$ cat config.mk
export PLATFORM = sky130hd
export DESIGN_NAME = line_walker
export DESIGN_NICKNAME = d
export VERILOG_FILES = /design/src/rtl/line_walker.sv
export SDC_FILE = /design/constraint.sdc
export NUM_CORES = 1
export LEC_CHECK = 0
export ABC_CLOCK_PERIOD_IN_PS = 4720
export CORE_MARGIN = 1.5
export CORE_UTILIZATION = 50
export CTS_CLUSTER_SIZE = 20
export DETAILED_ROUTE_END_ITERATION = 6
export GPL_ROUTABILITY_DRIVEN = 0
export PLACE_DENSITY_LB_ADDON = 0.08
export SETUP_SLACK_MARGIN = 0.05
export SLEW_MARGIN = 20
export SYNTH_ARGS = -nofsm -noshare
export SYNTH_HDL_FRONTEND = slang
export SYNTH_SLANG_ARGS = --single-unit
$ cat constraint.sdc
create_clock -name clk -period 4.72 [get_ports clk]
set_input_delay 0.472 -clock clk [delete_from_list [all_inputs] [get_ports clk]]
set_output_delay 0.472 -clock clk [all_outputs]
set_load 0.01 [all_outputs]
$ cat src/rtl/line_walker.sv
// -----------------------------------------------------------------------------
// line_walker
//
// Walks one line segment in x, one pixel per cycle, accumulating y by a signed
// fixed-point slope. Sits between the signed divider, which supplies the
// slope, and the framebuffer write port. Both sides use valid/ready
// handshakes.
//
// Parameters
//   N     slope width, two's complement fixed point
//   FRAC  fractional bits of slope
//   W     pixel coordinate width, unsigned
//
// Ports
//   clk        rising-edge clock
//   rst_n      asynchronous active-low reset
//   in_valid   command present
//   in_ready   block can accept a command (high only in IDLE)
//   x0, y0     start point
//   x1         end x, inclusive
//   slope      dy/dx, signed Q(N-FRAC).FRAC
//   pix_valid  pix_x/pix_y valid
//   pix_ready  sink accepts pixel
//   pix_x      pixel x
//   pix_y      pixel y, rounded and clamped to [0, 2^W-1]
//   done       one-cycle pulse after the last pixel is accepted
// -----------------------------------------------------------------------------
module line_walker #(
  parameter int N    = 32,
  parameter int FRAC = 16,
  parameter int W    = 10
) (
  input  logic         clk,
  input  logic         rst_n,
  input  logic         in_valid,
  output logic         in_ready,
  input  logic [W-1:0] x0,
  input  logic [W-1:0] y0,
  input  logic [W-1:0] x1,
  input  logic [N-1:0] slope,
  output logic         pix_valid,
  input  logic         pix_ready,
  output logic [W-1:0] pix_x,
  output logic [W-1:0] pix_y,
  output logic         done
);

  // The accumulator needs W+FRAC+2 bits for the supported slope range; it is
  // widened to N when the slope is wider so the whole slope is carried.
  localparam int AW_MIN = W + FRAC + 2;
  localparam int AW     = (N > AW_MIN) ? N : AW_MIN;
  localparam int YW     = AW - FRAC;  // width of the signed integer part

  // 0.5 in accumulator units: adding it before truncation rounds half up.
  localparam logic [AW-1:0] HALF = {{(AW - FRAC){1'b0}}, 1'b1, {(FRAC - 1){1'b0}}};

  typedef enum logic [1:0] {
    IDLE = 2'd0,
    LOAD = 2'd1,
    STEP = 2'd2,
    DONE = 2'd3
  } state_t;

  state_t state, state_nxt;

  // Captured command
  logic [W-1:0]          x0_q, x1_q, y0_q;
  logic [N-1:0]          slope_q;

  // Walk state
  logic                  dir_neg;   // walking towards smaller x
  logic [W:0]            count;     // pixels still to emit, including current
  logic [W-1:0]          cur_x;
  logic signed [AW-1:0]  acc;       // y in fixed point
  logic signed [AW-1:0]  step;      // slope, negated for leftward walks

  logic signed [AW-1:0]  slope_ext;
  logic signed [YW-1:0]  y_int;
  logic                  cmd_fire;
  logic                  pix_fire;
  logic                  last_pix;

  assign slope_ext = AW'($signed(slope_q));
  assign cmd_fire  = in_valid && in_ready;
  assign pix_fire  = pix_valid && pix_ready;
  assign last_pix  = (count == {{W{1'b0}}, 1'b1});

  // ---------------------------------------------------------------------------
  // State register
  // ---------------------------------------------------------------------------
  // NOTE: sequential state uses non-blocking assignments so every register
  // samples the pre-edge values, independent of block ordering.
  always_ff @(posedge clk or negedge rst_n) begin
    if (!rst_n) begin
      state <= IDLE;
    end else begin
      state <= state_nxt;
    end
  end

  // ---------------------------------------------------------------------------
  // Next state and handshake outputs
  // ---------------------------------------------------------------------------
  // NOTE: every output of this block gets a default before the case so no
  // path leaves one unassigned, which would otherwise infer a latch.
  always_comb begin
    state_nxt = state;
    in_ready  = 1'b0;
    pix_valid = 1'b0;
    done      = 1'b0;
    unique case (state)
      IDLE: begin
        in_ready = 1'b1;
        if (in_valid) state_nxt = LOAD;
      end
      LOAD: begin
        state_nxt = STEP;
      end
      STEP: begin
        pix_valid = 1'b1;
        if (pix_ready && last_pix) state_nxt = DONE;
      end
      DONE: begin
        done      = 1'b1;
        state_nxt = IDLE;
      end
      default: state_nxt = IDLE;
    endcase
  end

  // ---------------------------------------------------------------------------
  // Datapath
  // ---------------------------------------------------------------------------
  // NOTE: every register here is cleared on reset, so an aborted line leaves
  // pix_x/pix_y at zero rather than at stale coordinates.
  always_ff @(posedge clk or negedge rst_n) begin
    if (!rst_n) begin
      x0_q    <= '0;
      x1_q    <= '0;
      y0_q    <= '0;
      slope_q <= '0;
      dir_neg <= 1'b0;
      count   <= '0;
      cur_x   <= '0;
      acc     <= '0;
      step    <= '0;
    end else begin
      if (cmd_fire) begin
        x0_q    <= x0;
        x1_q    <= x1;
        y0_q    <= y0;
        slope_q <= slope;
      end

      if (state == LOAD) begin
        dir_neg <= (x1_q < x0_q);
        count   <= (x1_q >= x0_q) ? ({1'b0, x1_q} - {1'b0, x0_q} + 1'b1)
                                  : ({1'b0, x0_q} - {1'b0, x1_q} + 1'b1);
        step    <= (x1_q >= x0_q) ? slope_ext : -slope_ext;
        acc     <= $signed(AW'({y0_q, {FRAC{1'b0}}}) + HALF);
        cur_x   <= x0_q;
      end

      // The final handshake leaves the walk registers alone; DONE follows.
      if (state == STEP && pix_fire && !last_pix) begin
        cur_x <= dir_neg ? cur_x - 1'b1 : cur_x + 1'b1;
        acc   <= acc + step;
        count <= count - 1'b1;
      end
    end
  end

  // ---------------------------------------------------------------------------
  // Pixel outputs: straight from registers, so they hold across stalls.
  // ---------------------------------------------------------------------------
  assign y_int = acc[AW-1:FRAC];
  assign pix_x = cur_x;

  always_comb begin
    pix_y = y_int[W-1:0];
    if (y_int[YW-1]) begin
      pix_y = '0;                      // below the screen
    end else if (|y_int[YW-2:W]) begin
      pix_y = '1;                      // above the screen
    end
  end

endmodule

==> impl_metrics.py <==
metrics = {
    "outcome": {
        "status": "finished, final reports clean",
    },
    "final_layout": {
        "diodes": 0,
        "drive_above_1_share": 0.115,
        "final_util": 0.597,
        "final_nets": 1267,
        "area_growth_pct": 17.4,
        "nFillCells": 1740,
    },
    "setup_path": {
        "path_class": "flip-flop to flip-flop",
        "r2r_start": "x0_q[1]",
        "reg2regPathDepth": 14,
        "endpoint_kind": "flip-flop",
        "ff2ff_setup_slack_ps": 1140,
        "r2r_end": "count[9]",
        "cp-start-kind": "flip-flop",
        "path_max_fanout": 4,
        "required_ps": 5090,
        "crit_start": "x0_q[1]",
        "worstPathArrival_ps": 3950,
    },
    "clock_network": {
        "cts-root-buf": "clkbuf_16",
        "ctsResizeCount": 0,
        "clockBufferDepth": 2,
        "cts_tree": "built",
        "cts_sinks": 150,
        "hold_buffers": 0,
        "worst_skew_pair.late_latency_ps": 440,
        "postCtsSetupRepairBufs": 0,
        "h-tree-depth": 4,
        "numCtsBuffers": 17,
        "cts.clk_slew.worst_paths_ps": 60,
    },
    "yosys": {
        "ys_warn_count": 0,
        "synth_area_leader_cell": "dfrtp_1",
        "ys_async_sr_fraction": 1.00,
        "yosysUniqueCellTypes": 70,
        "yosys.area_share.simple": 0.126,
        "yosysTopAreaCellShare": 0.381,
        "synth_seq_cells": 150,
        "synth.avg_cell_area_um2": 9.47,
        "synth_compound_area_frac": 0.170,
        "synth_xor_area_frac": 0.0737,
        "synthAdderAreaFrac": 0.122,
        "ys.flop_type": "dfrtp_1",
        "syn_nets": 1195,
        "muxShareOfSynthArea": 0.0879,
        "syn_area_um2": 9860,
        "synth-edff-count": 0,
        "yosys-top-cells-area": "dfrtp_1, ha_1, mux2_2, a21oi_1, o21ai_0",
        "netlist_instances": 1041,
        "seq_area_frac_synth": 0.381,
        "synth_top_family_by_area": "compound AO/OA/AOI/OAI gates",
    },
    "sta": {
        "rsz0062_at_grt": "no",
        "worst_slew_pin_slew_ps": 886,
        "finClkSkew_ps": 13.7,
        "period_minus_slack_ps": 3580,
        "max_freq_ghz": 0.280,
        "final-max-slew-violation-count": 0,
        "hold_violations": 0,
        "min_period_over_period": 0.758,
        "relSlewSlack": 0.409,
        "setup_viol": 0,
        "setup_tns_ps": 0,
    },
    "detailed_routing": {
        "via_count": 7605,
        "drtIter0Drc": 444,
        "wl_um": 22200,
        "ant_nets": 0,
        "drt-wirelength-per-cell_um": 15.9,
        "route.detailed.drc": 0,
        "avgViaCountPerCell": 5.47,
        "detail_route.first_pass.iterations": 5,
    },
    "global_routing": {
        "grt_pass1_wl_um": 36200,
        "grt_max_degree": 78,
        "grt_antenna_before_repair": 0,
        "grt.total_usage": 0.224,
        "grt-ovfl-total": 0,
        "grt_pass1_vias": 7180,
    },
    "placed_design": {
        "port_buffers": 88,
        "dp_hpwl_um": 15600,
    },
    "floorplan": {
        "fp.dieW_um": 143,
        "core_area_um2": 19400,
        "start_util": 0.508,
        "die_area_um2": 20600,
        "io_pins": 89,
        "core.rowCount": 51,
        "die_h_um": 143,
    },
    "worst_hold_path": {
        "min_path_type": "input pin to asynchronous set/reset pin",
    },
    "run": {
        "drv_cap": 0,
    },
}
==> routing by layer <==
metal / part of all wire / routed length (um) / GRT usage / vias to the layer above
li1: - / - / - / 3836
met4: 0.015 / 327 / 0.0671 / 0
met3: 0.032 / 710 / 0.0340 / 26
met5: 0 / 0 / 0 / -
met1: 0.52 / 11600 / 0.334 / 3615
met2: 0.43 / 9560 / 0.336 / 128
==> worst max-delay path: stages, from the launching register on <==
cell and delay (ps):
dfrtp_1 400, inv_1 90, ha_1 320, inv_1 70, ha_1 220, fa_1 410
maj3_1 380, maj3_2 340, maj3_2 300, o21ai_1 190, o21ai_1 110, xnor2_1 120
mux2_2 260, a22oi_1 180, a21o_1 120
==> cell families (layout without fill, tap and decap cells) <==
kind of cell    Yosys count  in the layout
mux                      78             78
buf+inv                  97            182
simple gates            263            263
flops                   150            150
compound gates          278            278
xor+xnor                 83             83
fa+ha+maj                92             92
==> Yosys cell counts (9+ instances only) <==
cell type and number:
ha_1 80, inv_1 56, a21o_1 20, a211oi_1 9
mux2i_1 9, a21oi_1 98, nand2_1 68, nor2b_1 10
clkbuf_1 30, nor3_1 14, xor2_1 40, nor2_1 96
o31ai_1 13, xnor2_1 43, dfrtp_1 150, mux2_2 69
o21ai_0 77, nand3_1 33
==> layout make-up <==
| class | count | area, um^2 | area share |
|---|---|---|---|
| inverter | 56 | 210 | 0.0182 |
| multi-input combinational | 794 | 5740 | 0.496 |
| timing repair buffer | 94 | 927 | 0.0801 |
| sequential | 150 | 3750 | 0.324 |
| tap | 265 | 332 | 0.0286 |
| clock inverter | 14 | 186 | 0.0161 |
| clock buffer | 18 | 429 | 0.0371 |
==> sequential cells by signal, summed over array words and instances, names as in the netlist, 2 cells and up <==
name,count
state,2
pix_x,10
x0_q,10
step,32
y0_q,10
slope_ext,32
count,11
x1_q,10
acc,32
==> placed cells by master (no fill, tap or decap), types with 10 or more instances in the layout <==
cell | Yosys | layout
a21o_1 | 20 | 20
a21oi_1 | 98 | 98
clkbuf_16 | 0 | 17
clkdlybuf4s50_1 | 0 | 87
dfrtp_1 | 150 | 150
ha_1 | 80 | 79
inv_1 | 56 | 56
mux2_2 | 69 | 69
nand2_1 | 68 | 67
nand3_1 | 33 | 33
nor2_1 | 96 | 95
nor2b_1 | 10 | 10
nor3_1 | 14 | 14
o21ai_0 | 77 | 77
o31ai_1 | 13 | 13
xnor2_1 | 43 | 43
xor2_1 | 40 | 40
==> worst max path at each step <==
stage                           to  cells after the start
after floorplan           count[9]                     14
after global placement    count[9]                     14
after detailed placement  count[9]                     14
after CTS                 count[9]                     14
after global routing      count[9]                     14
final                     count[9]                     14
==> stage by stage <==
| step | hold WS (ps) | std cells | setup WS [ps] | area, um^2 |
|---|---|---|---|---|
| floorplan | 176 | 1041 | 1400 | 9860 |
| global placement | 477 | 1359 | 1260 | 11000 |
| detailed placement | 489 | 1359 | 1180 | 11000 |
| CTS | 109 | 1391 | 1100 | 11600 |
| global route | 131 | 1391 | 923 | 11600 |
| finish | 75.2 | 1391 | 1140 | 11600 |
Power is not shown: default switching activity piles up to over one toggle a cycle in this logic, so the estimate is an artifact.
